File: config.mk
export PLATFORM = sky130hd
export DESIGN_NAME = pi_bus_master
export DESIGN_NICKNAME = d
export VERILOG_FILES = /design/src/rtl/pi_bus_master_pkg.sv /design/src/rtl/pi_bus_master.sv
export SDC_FILE = /design/constraint.sdc
export NUM_CORES = 1
export LEC_CHECK = 0
export ABC_AREA = 0
export CAP_MARGIN = 20
export CORE_MARGIN = 8
export CORE_UTILIZATION = 55
export DETAILED_ROUTE_END_ITERATION = 6
export DONT_BUFFER_PORTS = 1
export PLACE_DENSITY = 0.73
export SETUP_SLACK_MARGIN = 0.2
export SYNTH_ARGS = -nofsm -noshare
export SYNTH_HDL_FRONTEND = slang
export SYNTH_SLANG_ARGS = --single-unit
export TNS_END_PERCENT = 10
File: constraint.sdc
create_clock -name clk16 -period 1.3 [get_ports clk16]
set_input_delay 0.195 -clock clk16 [delete_from_list [all_inputs] [get_ports clk16]]
set_output_delay 0.195 -clock clk16 [all_outputs]
set_load 0.01 [all_outputs]
File: src/rtl/pi_bus_master_pkg.sv
// Shared definitions for the SRAM bus masters and the bus mux: state encoding
// and default bus widths.
package pi_bus_master_pkg;

    localparam int PI_ADDR_WIDTH = 17;
    localparam int PI_DATA_WIDTH = 8;

    typedef enum logic [1:0] {
        IDLE   = 2'd0,
        WAIT   = 2'd1,
        ARMED  = 2'd2,
        ACCESS = 2'd3
    } bus_state_t;

    // A master may own the bus only once it is lined up on a slot.
    function automatic logic owns_slot(input bus_state_t st);
        return (st == ARMED) || (st == ACCESS);
    endfunction

endpackage

File: src/rtl/pi_bus_master.sv
// Pi-side SRAM bus master: holds one request until the next full Pi slot and
// drives the SRAM strobes only inside pi_strobe.
module pi_bus_master
    import pi_bus_master_pkg::*;
#(
    parameter int ADDR_WIDTH = PI_ADDR_WIDTH,
    parameter int DATA_WIDTH = PI_DATA_WIDTH
) (
    input  logic                  clk16,
    input  logic                  reset,
    input  logic                  pi_select,
    input  logic                  pi_strobe,
    input  logic                  req_valid,
    output logic                  req_ready,
    input  logic [ADDR_WIDTH-1:0] req_addr,
    input  logic [DATA_WIDTH-1:0] req_data,
    input  logic                  req_we,
    output logic [DATA_WIDTH-1:0] rd_data,
    output logic                  done,
    output logic                  bus_en,
    output logic [ADDR_WIDTH-1:0] ram_addr,
    output logic [DATA_WIDTH-1:0] ram_dout,
    output logic                  ram_dout_oe,
    input  logic [DATA_WIDTH-1:0] ram_din,
    output logic                  ram_we_n,
    output logic                  ram_oe_n
);

    bus_state_t state;
    logic       we_q;

    always_ff @(posedge clk16 or posedge reset) begin
        if (reset) begin
            state     <= IDLE;
            req_ready <= 1'b1;
            done      <= 1'b0;
            rd_data   <= '0;
            ram_addr  <= '0;
            ram_dout  <= '0;
            we_q      <= 1'b0;
        end else begin
            done <= 1'b0;
            // Every read strobe cycle overwrites, so the last one wins.
            if (owns_slot(state) && pi_strobe && !we_q)
                rd_data <= ram_din;
            case (state)
                IDLE: begin
                    if (req_valid) begin
                        ram_addr  <= req_addr;
                        ram_dout  <= req_data;
                        we_q      <= req_we;
                        req_ready <= 1'b0;
                        state     <= WAIT;
                    end
                end
                WAIT: begin
                    // Arming only before the strobe means we never join one midway.
                    if (pi_select && !pi_strobe)
                        state <= ARMED;
                end
                ARMED: begin
                    if (pi_strobe)
                        state <= ACCESS;
                    else if (!pi_select)
                        state <= WAIT;
                end
                ACCESS: begin
                    if (!pi_strobe) begin
                        state     <= IDLE;
                        done      <= 1'b1;
                        req_ready <= 1'b1;
                    end
                end
                default: state <= IDLE;
            endcase
        end
    end

    // State resets asynchronously, so the strobes drop as soon as reset rises.
    assign bus_en      = pi_select & owns_slot(state);
    assign ram_we_n    = ~(bus_en & pi_strobe & we_q);
    assign ram_oe_n    = ~(bus_en & pi_strobe & ~we_q);
    assign ram_dout_oe = bus_en & we_q;

endmodule

Word-level counts from Yosys, hierarchy flattened
Index checks and enable logic that the tools add are counted.
{ "classes": {"n_eq_ne": 7, "mux": 11, "bitwise": 8, "reduce_logical": 11} }
{ "op_table": {"columns": ["op", "n"], "rows": [
  ["two-way mux 2 bit", 5],
  ["case mux 2 bit (4 select lines)", 1],
  ["!= test 2 bit, second input constant", 3],
  ["bitwise AND 1 bit", 5],
  ["== test 2 bit, second input constant", 2],
  ["two-way mux 1 bit", 4],
  ["AND reduction 4 bit", 1],
  ["logical AND 1 bit", 3],
  ["!= test 3 bit, second input constant", 1],
  ["NOT 1 bit", 3],
  ["AND reduction 3 bit", 1],
  ["== test 2 x 1 -> 1 bit, second input constant", 1],
  ["logical NOT 1 bit", 2],
  ["logical NOT 2 bit", 1],
  ["case mux 1 bit (2 select lines)", 1],
  ["AND reduction 2 bit", 1],
  ["nonzero test 2 bit", 1],
  ["logical OR 1 bit", 1]
]} }
{ "totals": {"ff_bits": 38, "inputBits": 39, "out_inout_bits": 39, "word_cells": 44} }

Depth between registers and ports, before layout
{ "depth": {"depth_word": 6, "ltp_mapped": 4} }

Least setup slack after synthesis
Ideal clock, no wire load.
{ "synth_timing": {"path_type": "reg2reg", "startpoint": "reg state[0]", "endpoint": "reg ram_addr[10]", "setup_time_ns": 0.125, "t_arrival_ns": 1.171, "required_ns": 1.175, "path_slack_ns": 0.004, "stages_incl_launch_ff": 5, "n_path_buf": 1, "cell_sequence": "dfrtp_1 > nand2b_4 > nor2_8 > buf_12 > mux2_4"} }
{ "synth_via": {"elab_chain_cells": 2} }
{ "synth_lines": {"columns": ["item", "line_no", "rtl"], "rows": [
  ["start: declaration", "pi_bus_master.sv:29", "bus_state_t state;"],
  ["start signal: assignment", "pi_bus_master.sv:34", "state <= IDLE;"],
  ["start signal: assignment", "pi_bus_master.sv:53", "state <= WAIT;"],
  ["start signal: assignment", "pi_bus_master.sv:59", "state <= ARMED;"],
  ["logical NOT 2 bit", "pi_bus_master.sv:46", "case (state)"],
  ["AND reduction 2 bit (no line)", null, null],
  ["end signal: assignment", "pi_bus_master.sv:49", "ram_addr <= req_addr;"],
  ["end: declaration", "pi_bus_master.sv:21", "output logic [ADDR_WIDTH-1:0] ram_addr,"]
]} }
No other way between the ends.
A chain may end at the register's enable or synchronous reset.

Final worst setup path
{ "layout_timing": {"startpoint": "reg state[1]", "endpoint": "out ram_dout_oe"} }
{ "layout_via": {"elab_chain_cells": 4, "elab_cells_between_ends": 5, "classes_between": "eq/ne: 2; bitwise: 2; reduce/logical: 1"} }
{ "layout_lines": {"columns": ["item", "line_no", "rtl"], "rows": [
  ["== test 2 bit", "pi_bus_master_pkg.sv:17", "return (st == ARMED) || (st == ACCESS);"],
  ["logical OR 1 bit (*)", "pi_bus_master_pkg.sv:17", null],
  ["bitwise AND 1 bit (*)", "pi_bus_master.sv:80", "assign bus_en = pi_select & owns_slot(state);"],
  ["bitwise AND 1 bit (*)", "pi_bus_master.sv:83", "assign ram_dout_oe = bus_en & we_q;"],
  ["end: declaration", "pi_bus_master.sv:23", "output logic ram_dout_oe,"]
]} }
Mark *: on every way between the ends. The rest lies on a longest branch, timed or not.

==> impl_metrics.json <==
{
  "clockBufferDepth": 2,
  "initial_core_util_pct": 58.0,
  "clock_sinks": 38,
  "power.share.switching_pct": 32.3,
  "sequentialPowerShare_pct": 53.9,
  "worst_pin_slew_ps": 388,
  "grt.overflow.total": 0,
  "worstSetupStartpointType": "flop",
  "postSynthRegisterBits": 38,
  "synthAdderAreaFrac_pct": 0,
  "status": "finished, violations left",
  "die_h_um": 69.9,
  "grt_util_met3_pct": 8.76,
  "coreArea_um2": 2760,
  "largest_family_of_logic_cells_by_synthesized_area": "multiplexers",
  "synth-xor-area-share_pct": 0,
  "cts.htree.levels": 2,
  "cap_viol_max_count": 0,
  "dieArea_um2": 4890,
  "grt_start_max_net_pins": 22,
  "crit_share_post_route_pct": 103,
  "grt_antenna_before_repair": 0,
  "num_vias": 995,
  "final_cell_mix": "37 x sky130_fd_sc_hd__dfrtp_1, 36 x sky130_fd_sc_hd__dlygate4sd3_1, 34 x sky130_fd_sc_hd__mux2_4",
  "yosysSeqAreaShare_pct": 59.5,
  "area_growth_syn_to_layout_pct": 39.1,
  "post-synth-top-area-cell": "sky130_fd_sc_hd__dfrtp_1",
  "worst_path_arrival_ps": 1140,
  "fin_util_pct": 80.7,
  "cts_inserted_buffers": 5,
  "skew_ps": 12.7,
  "finalSetupViolations": 3,
  "yosys.area.top_type_share_pct": 57.9,
  "muxShareOfSynthArea_pct": 28.6,
  "drt_iter0_drc": 21,
  "finalHoldWorstSlack_ps": 27.8,
  "synth.top_cells.by_area": "sky130_fd_sc_hd__dfrtp_1 58%, sky130_fd_sc_hd__mux2_4 19%, sky130_fd_sc_hd__mux2_1 5.6%, sky130_fd_sc_hd__mux2_2 4.2%, sky130_fd_sc_hd__buf_12 2.5%",
  "combPwrFrac_pct": 30.4,
  "io_pins": 78,
  "drive_above_1_share_pct": 41.6,
  "dp.cells": 134,
  "initial_drt_pass_iterations": 4,
  "floorplan.die.width_um": 69.9,
  "placement.io_buffers": 0,
  "grt_pass1_wl_mm": 5.84,
  "worstSkewPairLatency_ps": 340,
  "place_congestion": 0.662,
  "finalCriticalPeriod_ps": 1340,
  "synthesis.nets": 136,
  "synthesis.instances": 97,
  "synth.yosys.warnings": 0,
  "gr-usage-met1_pct": 15.0,
  "hold_violations": 0,
  "max_slew_margin_pct": 74.1,
  "synth_area_um2": 1600,
  "finalPower_w": 0.00461,
  "cts.clk_slew.worst_paths_ps": 100,
  "via_per_inst": 5.53,
  "vias_in_the_first_global_route": 1130,
  "remaining_drc_errors": 0,
  "timing_worst_setup_path_type": "flop to output pin",
  "final.setup.worst_slack_ps": -35.3,
  "p_leak_nw": 1.04,
  "post_synth.cell_area_avg_um2": 16.5,
  "yosys.area_share.simple_pct": 6.72,
  "busiest_layer": "met2",
  "antenna_violating_nets_post_route": 0,
  "drt-wirelength-per-cell_um": 21.0,
  "failed_checks": "negative setup slack",
  "finalNonFillerCells": 180,
  "use_met2_pct": 24.8,
  "detail_route.wirelength_mm": 3.78,
  "clock_tree.root_cell": "sky130_fd_sc_hd__clkbuf_4",
  "crit_start": "state[1]",
  "layout_commonest_cell": "sky130_fd_sc_hd__dfrtp_1",
  "required_ps": 1110,
  "internal_power_w": 0.00312,
  "grt.total_usage_pct": 14.9,
  "ir_drop_uv": 1730,
  "cts_tree": "done",
  "core.rowCount": 19,
  "critical_path_peak_fanout": 3,
  "synth_compound_area_share_pct": 1.72,
  "final_nets": 187,
  "critical_path.endpoint_type": "output pin",
  "worst_hold_startpoint": "req_valid",
  "fmaxAchievable_ghz": 0.749,
  "n_antenna_cell": 0,
  "switching_power_w": 0.00149,
  "clock_power_share_pct": 15.7,
  "hold_path_class": "input port to flop",
  "maxSlewViolCount": 0,
  "ys_types": 21,
  "dp_hpwl_mm": 2.55,
  "rsz0062_at_grt": "true",
  "worst_r2r_startpoint": "state[1]",
  "power_density_nw_per_um2": 2070
}
[power groups by stage]
stage                     Clock, W  Sequential (W)  Combinational [W]
after floorplan                  0         0.00232           0.000934
after global placement           0         0.00248            0.00100
after detailed placement         0         0.00249            0.00106
after CTS                 0.000738         0.00247            0.00118
after global routing      0.000791         0.00257            0.00151
final                     0.000726         0.00249            0.00140
[metrics by stage]
| step | area, µm² | TNS, ps | setup WS (ps) |
|---|---|---|---|
| global placement | 1680 | 0 | 55.2 |
| detailed placement | 1680 | 0 | 25.5 |
| CTS | 2070 | -78.8 | -35.0 |
| global route | 2230 | -499 | -73.5 |
| finish | 2230 | -57.2 | -35.3 |
| floorplan | 1600 | 0 | 3.93 |
[timing repair]
| item | 4_1_cts | 5_1_grt |
|---|---|---|
| resized for setup | 6 | 18 |
| setup endpoints to repair | 39 | 40 |
| hold buffers | 27 | 9 |
| hold endpoints to repair | 32 | 9 |
| buffers inserted | 2 | 0 |
| pin swaps | 1 | 2 |
[synth_stat cells]
cell type	count
sky130_fd_sc_hd__nand2_1	3
sky130_fd_sc_hd__a21oi_1	2
sky130_fd_sc_hd__mux2_2	6
sky130_fd_sc_hd__o31ai_1	1
sky130_fd_sc_hd__dfstp_2	1
sky130_fd_sc_hd__nand2_2	1
sky130_fd_sc_hd__o21ai_0	2
sky130_fd_sc_hd__buf_12	2
sky130_fd_sc_hd__inv_1	1
sky130_fd_sc_hd__nor2b_1	1
sky130_fd_sc_hd__nor2_1	3
sky130_fd_sc_hd__nand2b_4	1
sky130_fd_sc_hd__dfrtp_1	37
sky130_fd_sc_hd__buf_6	1
sky130_fd_sc_hd__mux2_1	8
sky130_fd_sc_hd__and2_1	2
sky130_fd_sc_hd__and3_1	1
sky130_fd_sc_hd__mux2_4	20
sky130_fd_sc_hd__nor2_8	1
sky130_fd_sc_hd__nor3_1	1
sky130_fd_sc_hd__and2b_1	2
[kinds of logic (layout without fill, tap and decap cells)]
family / Yosys count / after routing
buf+inv: 4 / 56
flops: 38 / 38
simple gates: 16 / 16
mux: 34 / 34
compound gates: 5 / 5
[worst max-delay path, cell delays in order, from the launching register on]
cell                      delay, ps
sky130_fd_sc_hd__dfrtp_1        410
sky130_fd_sc_hd__buf_6          130
sky130_fd_sc_hd__and3_4         170
sky130_fd_sc_hd__buf_6          120
[path summary, 6_finish.rpt]
check	endpoint	slack [ps]	cells past startpoint
hold reg to reg	req_ready	550	2
min in group asynchronous	ram_addr[7]	280	2
hold / removal	state[0]	30	2
setup / recovery	ram_dout_oe	-40	3
setup reg to reg	ram_addr[0]	10	4
max in group asynchronous	ram_dout[5]	550	3
[cell type report]
class	instances	area (µm²)
Timing Repair Buffer	47	479
Sequential cell	38	952
Fill cell	167	532
Multi-Input combinational cell	55	673
Inverter	1	3.75
Clock buffer	8	78.8
Tap cell	31	38.8
[registers in the layout, summed over array words and instances (netlist names)]
signal	cells
req_ready	1
ram_dout	8
rd_data	8
done	1
state	2
ram_addr	17
we_q	1
[layer usage]
layer / up-vias / wire length, µm
li1: 434 / -
met1: 500 / 1360
met2: 57 / 1960
met3: 4 / 420
met4: 0 / 41
met5: - / 0
No activity file was read; power rests on OpenSTA's default activity.
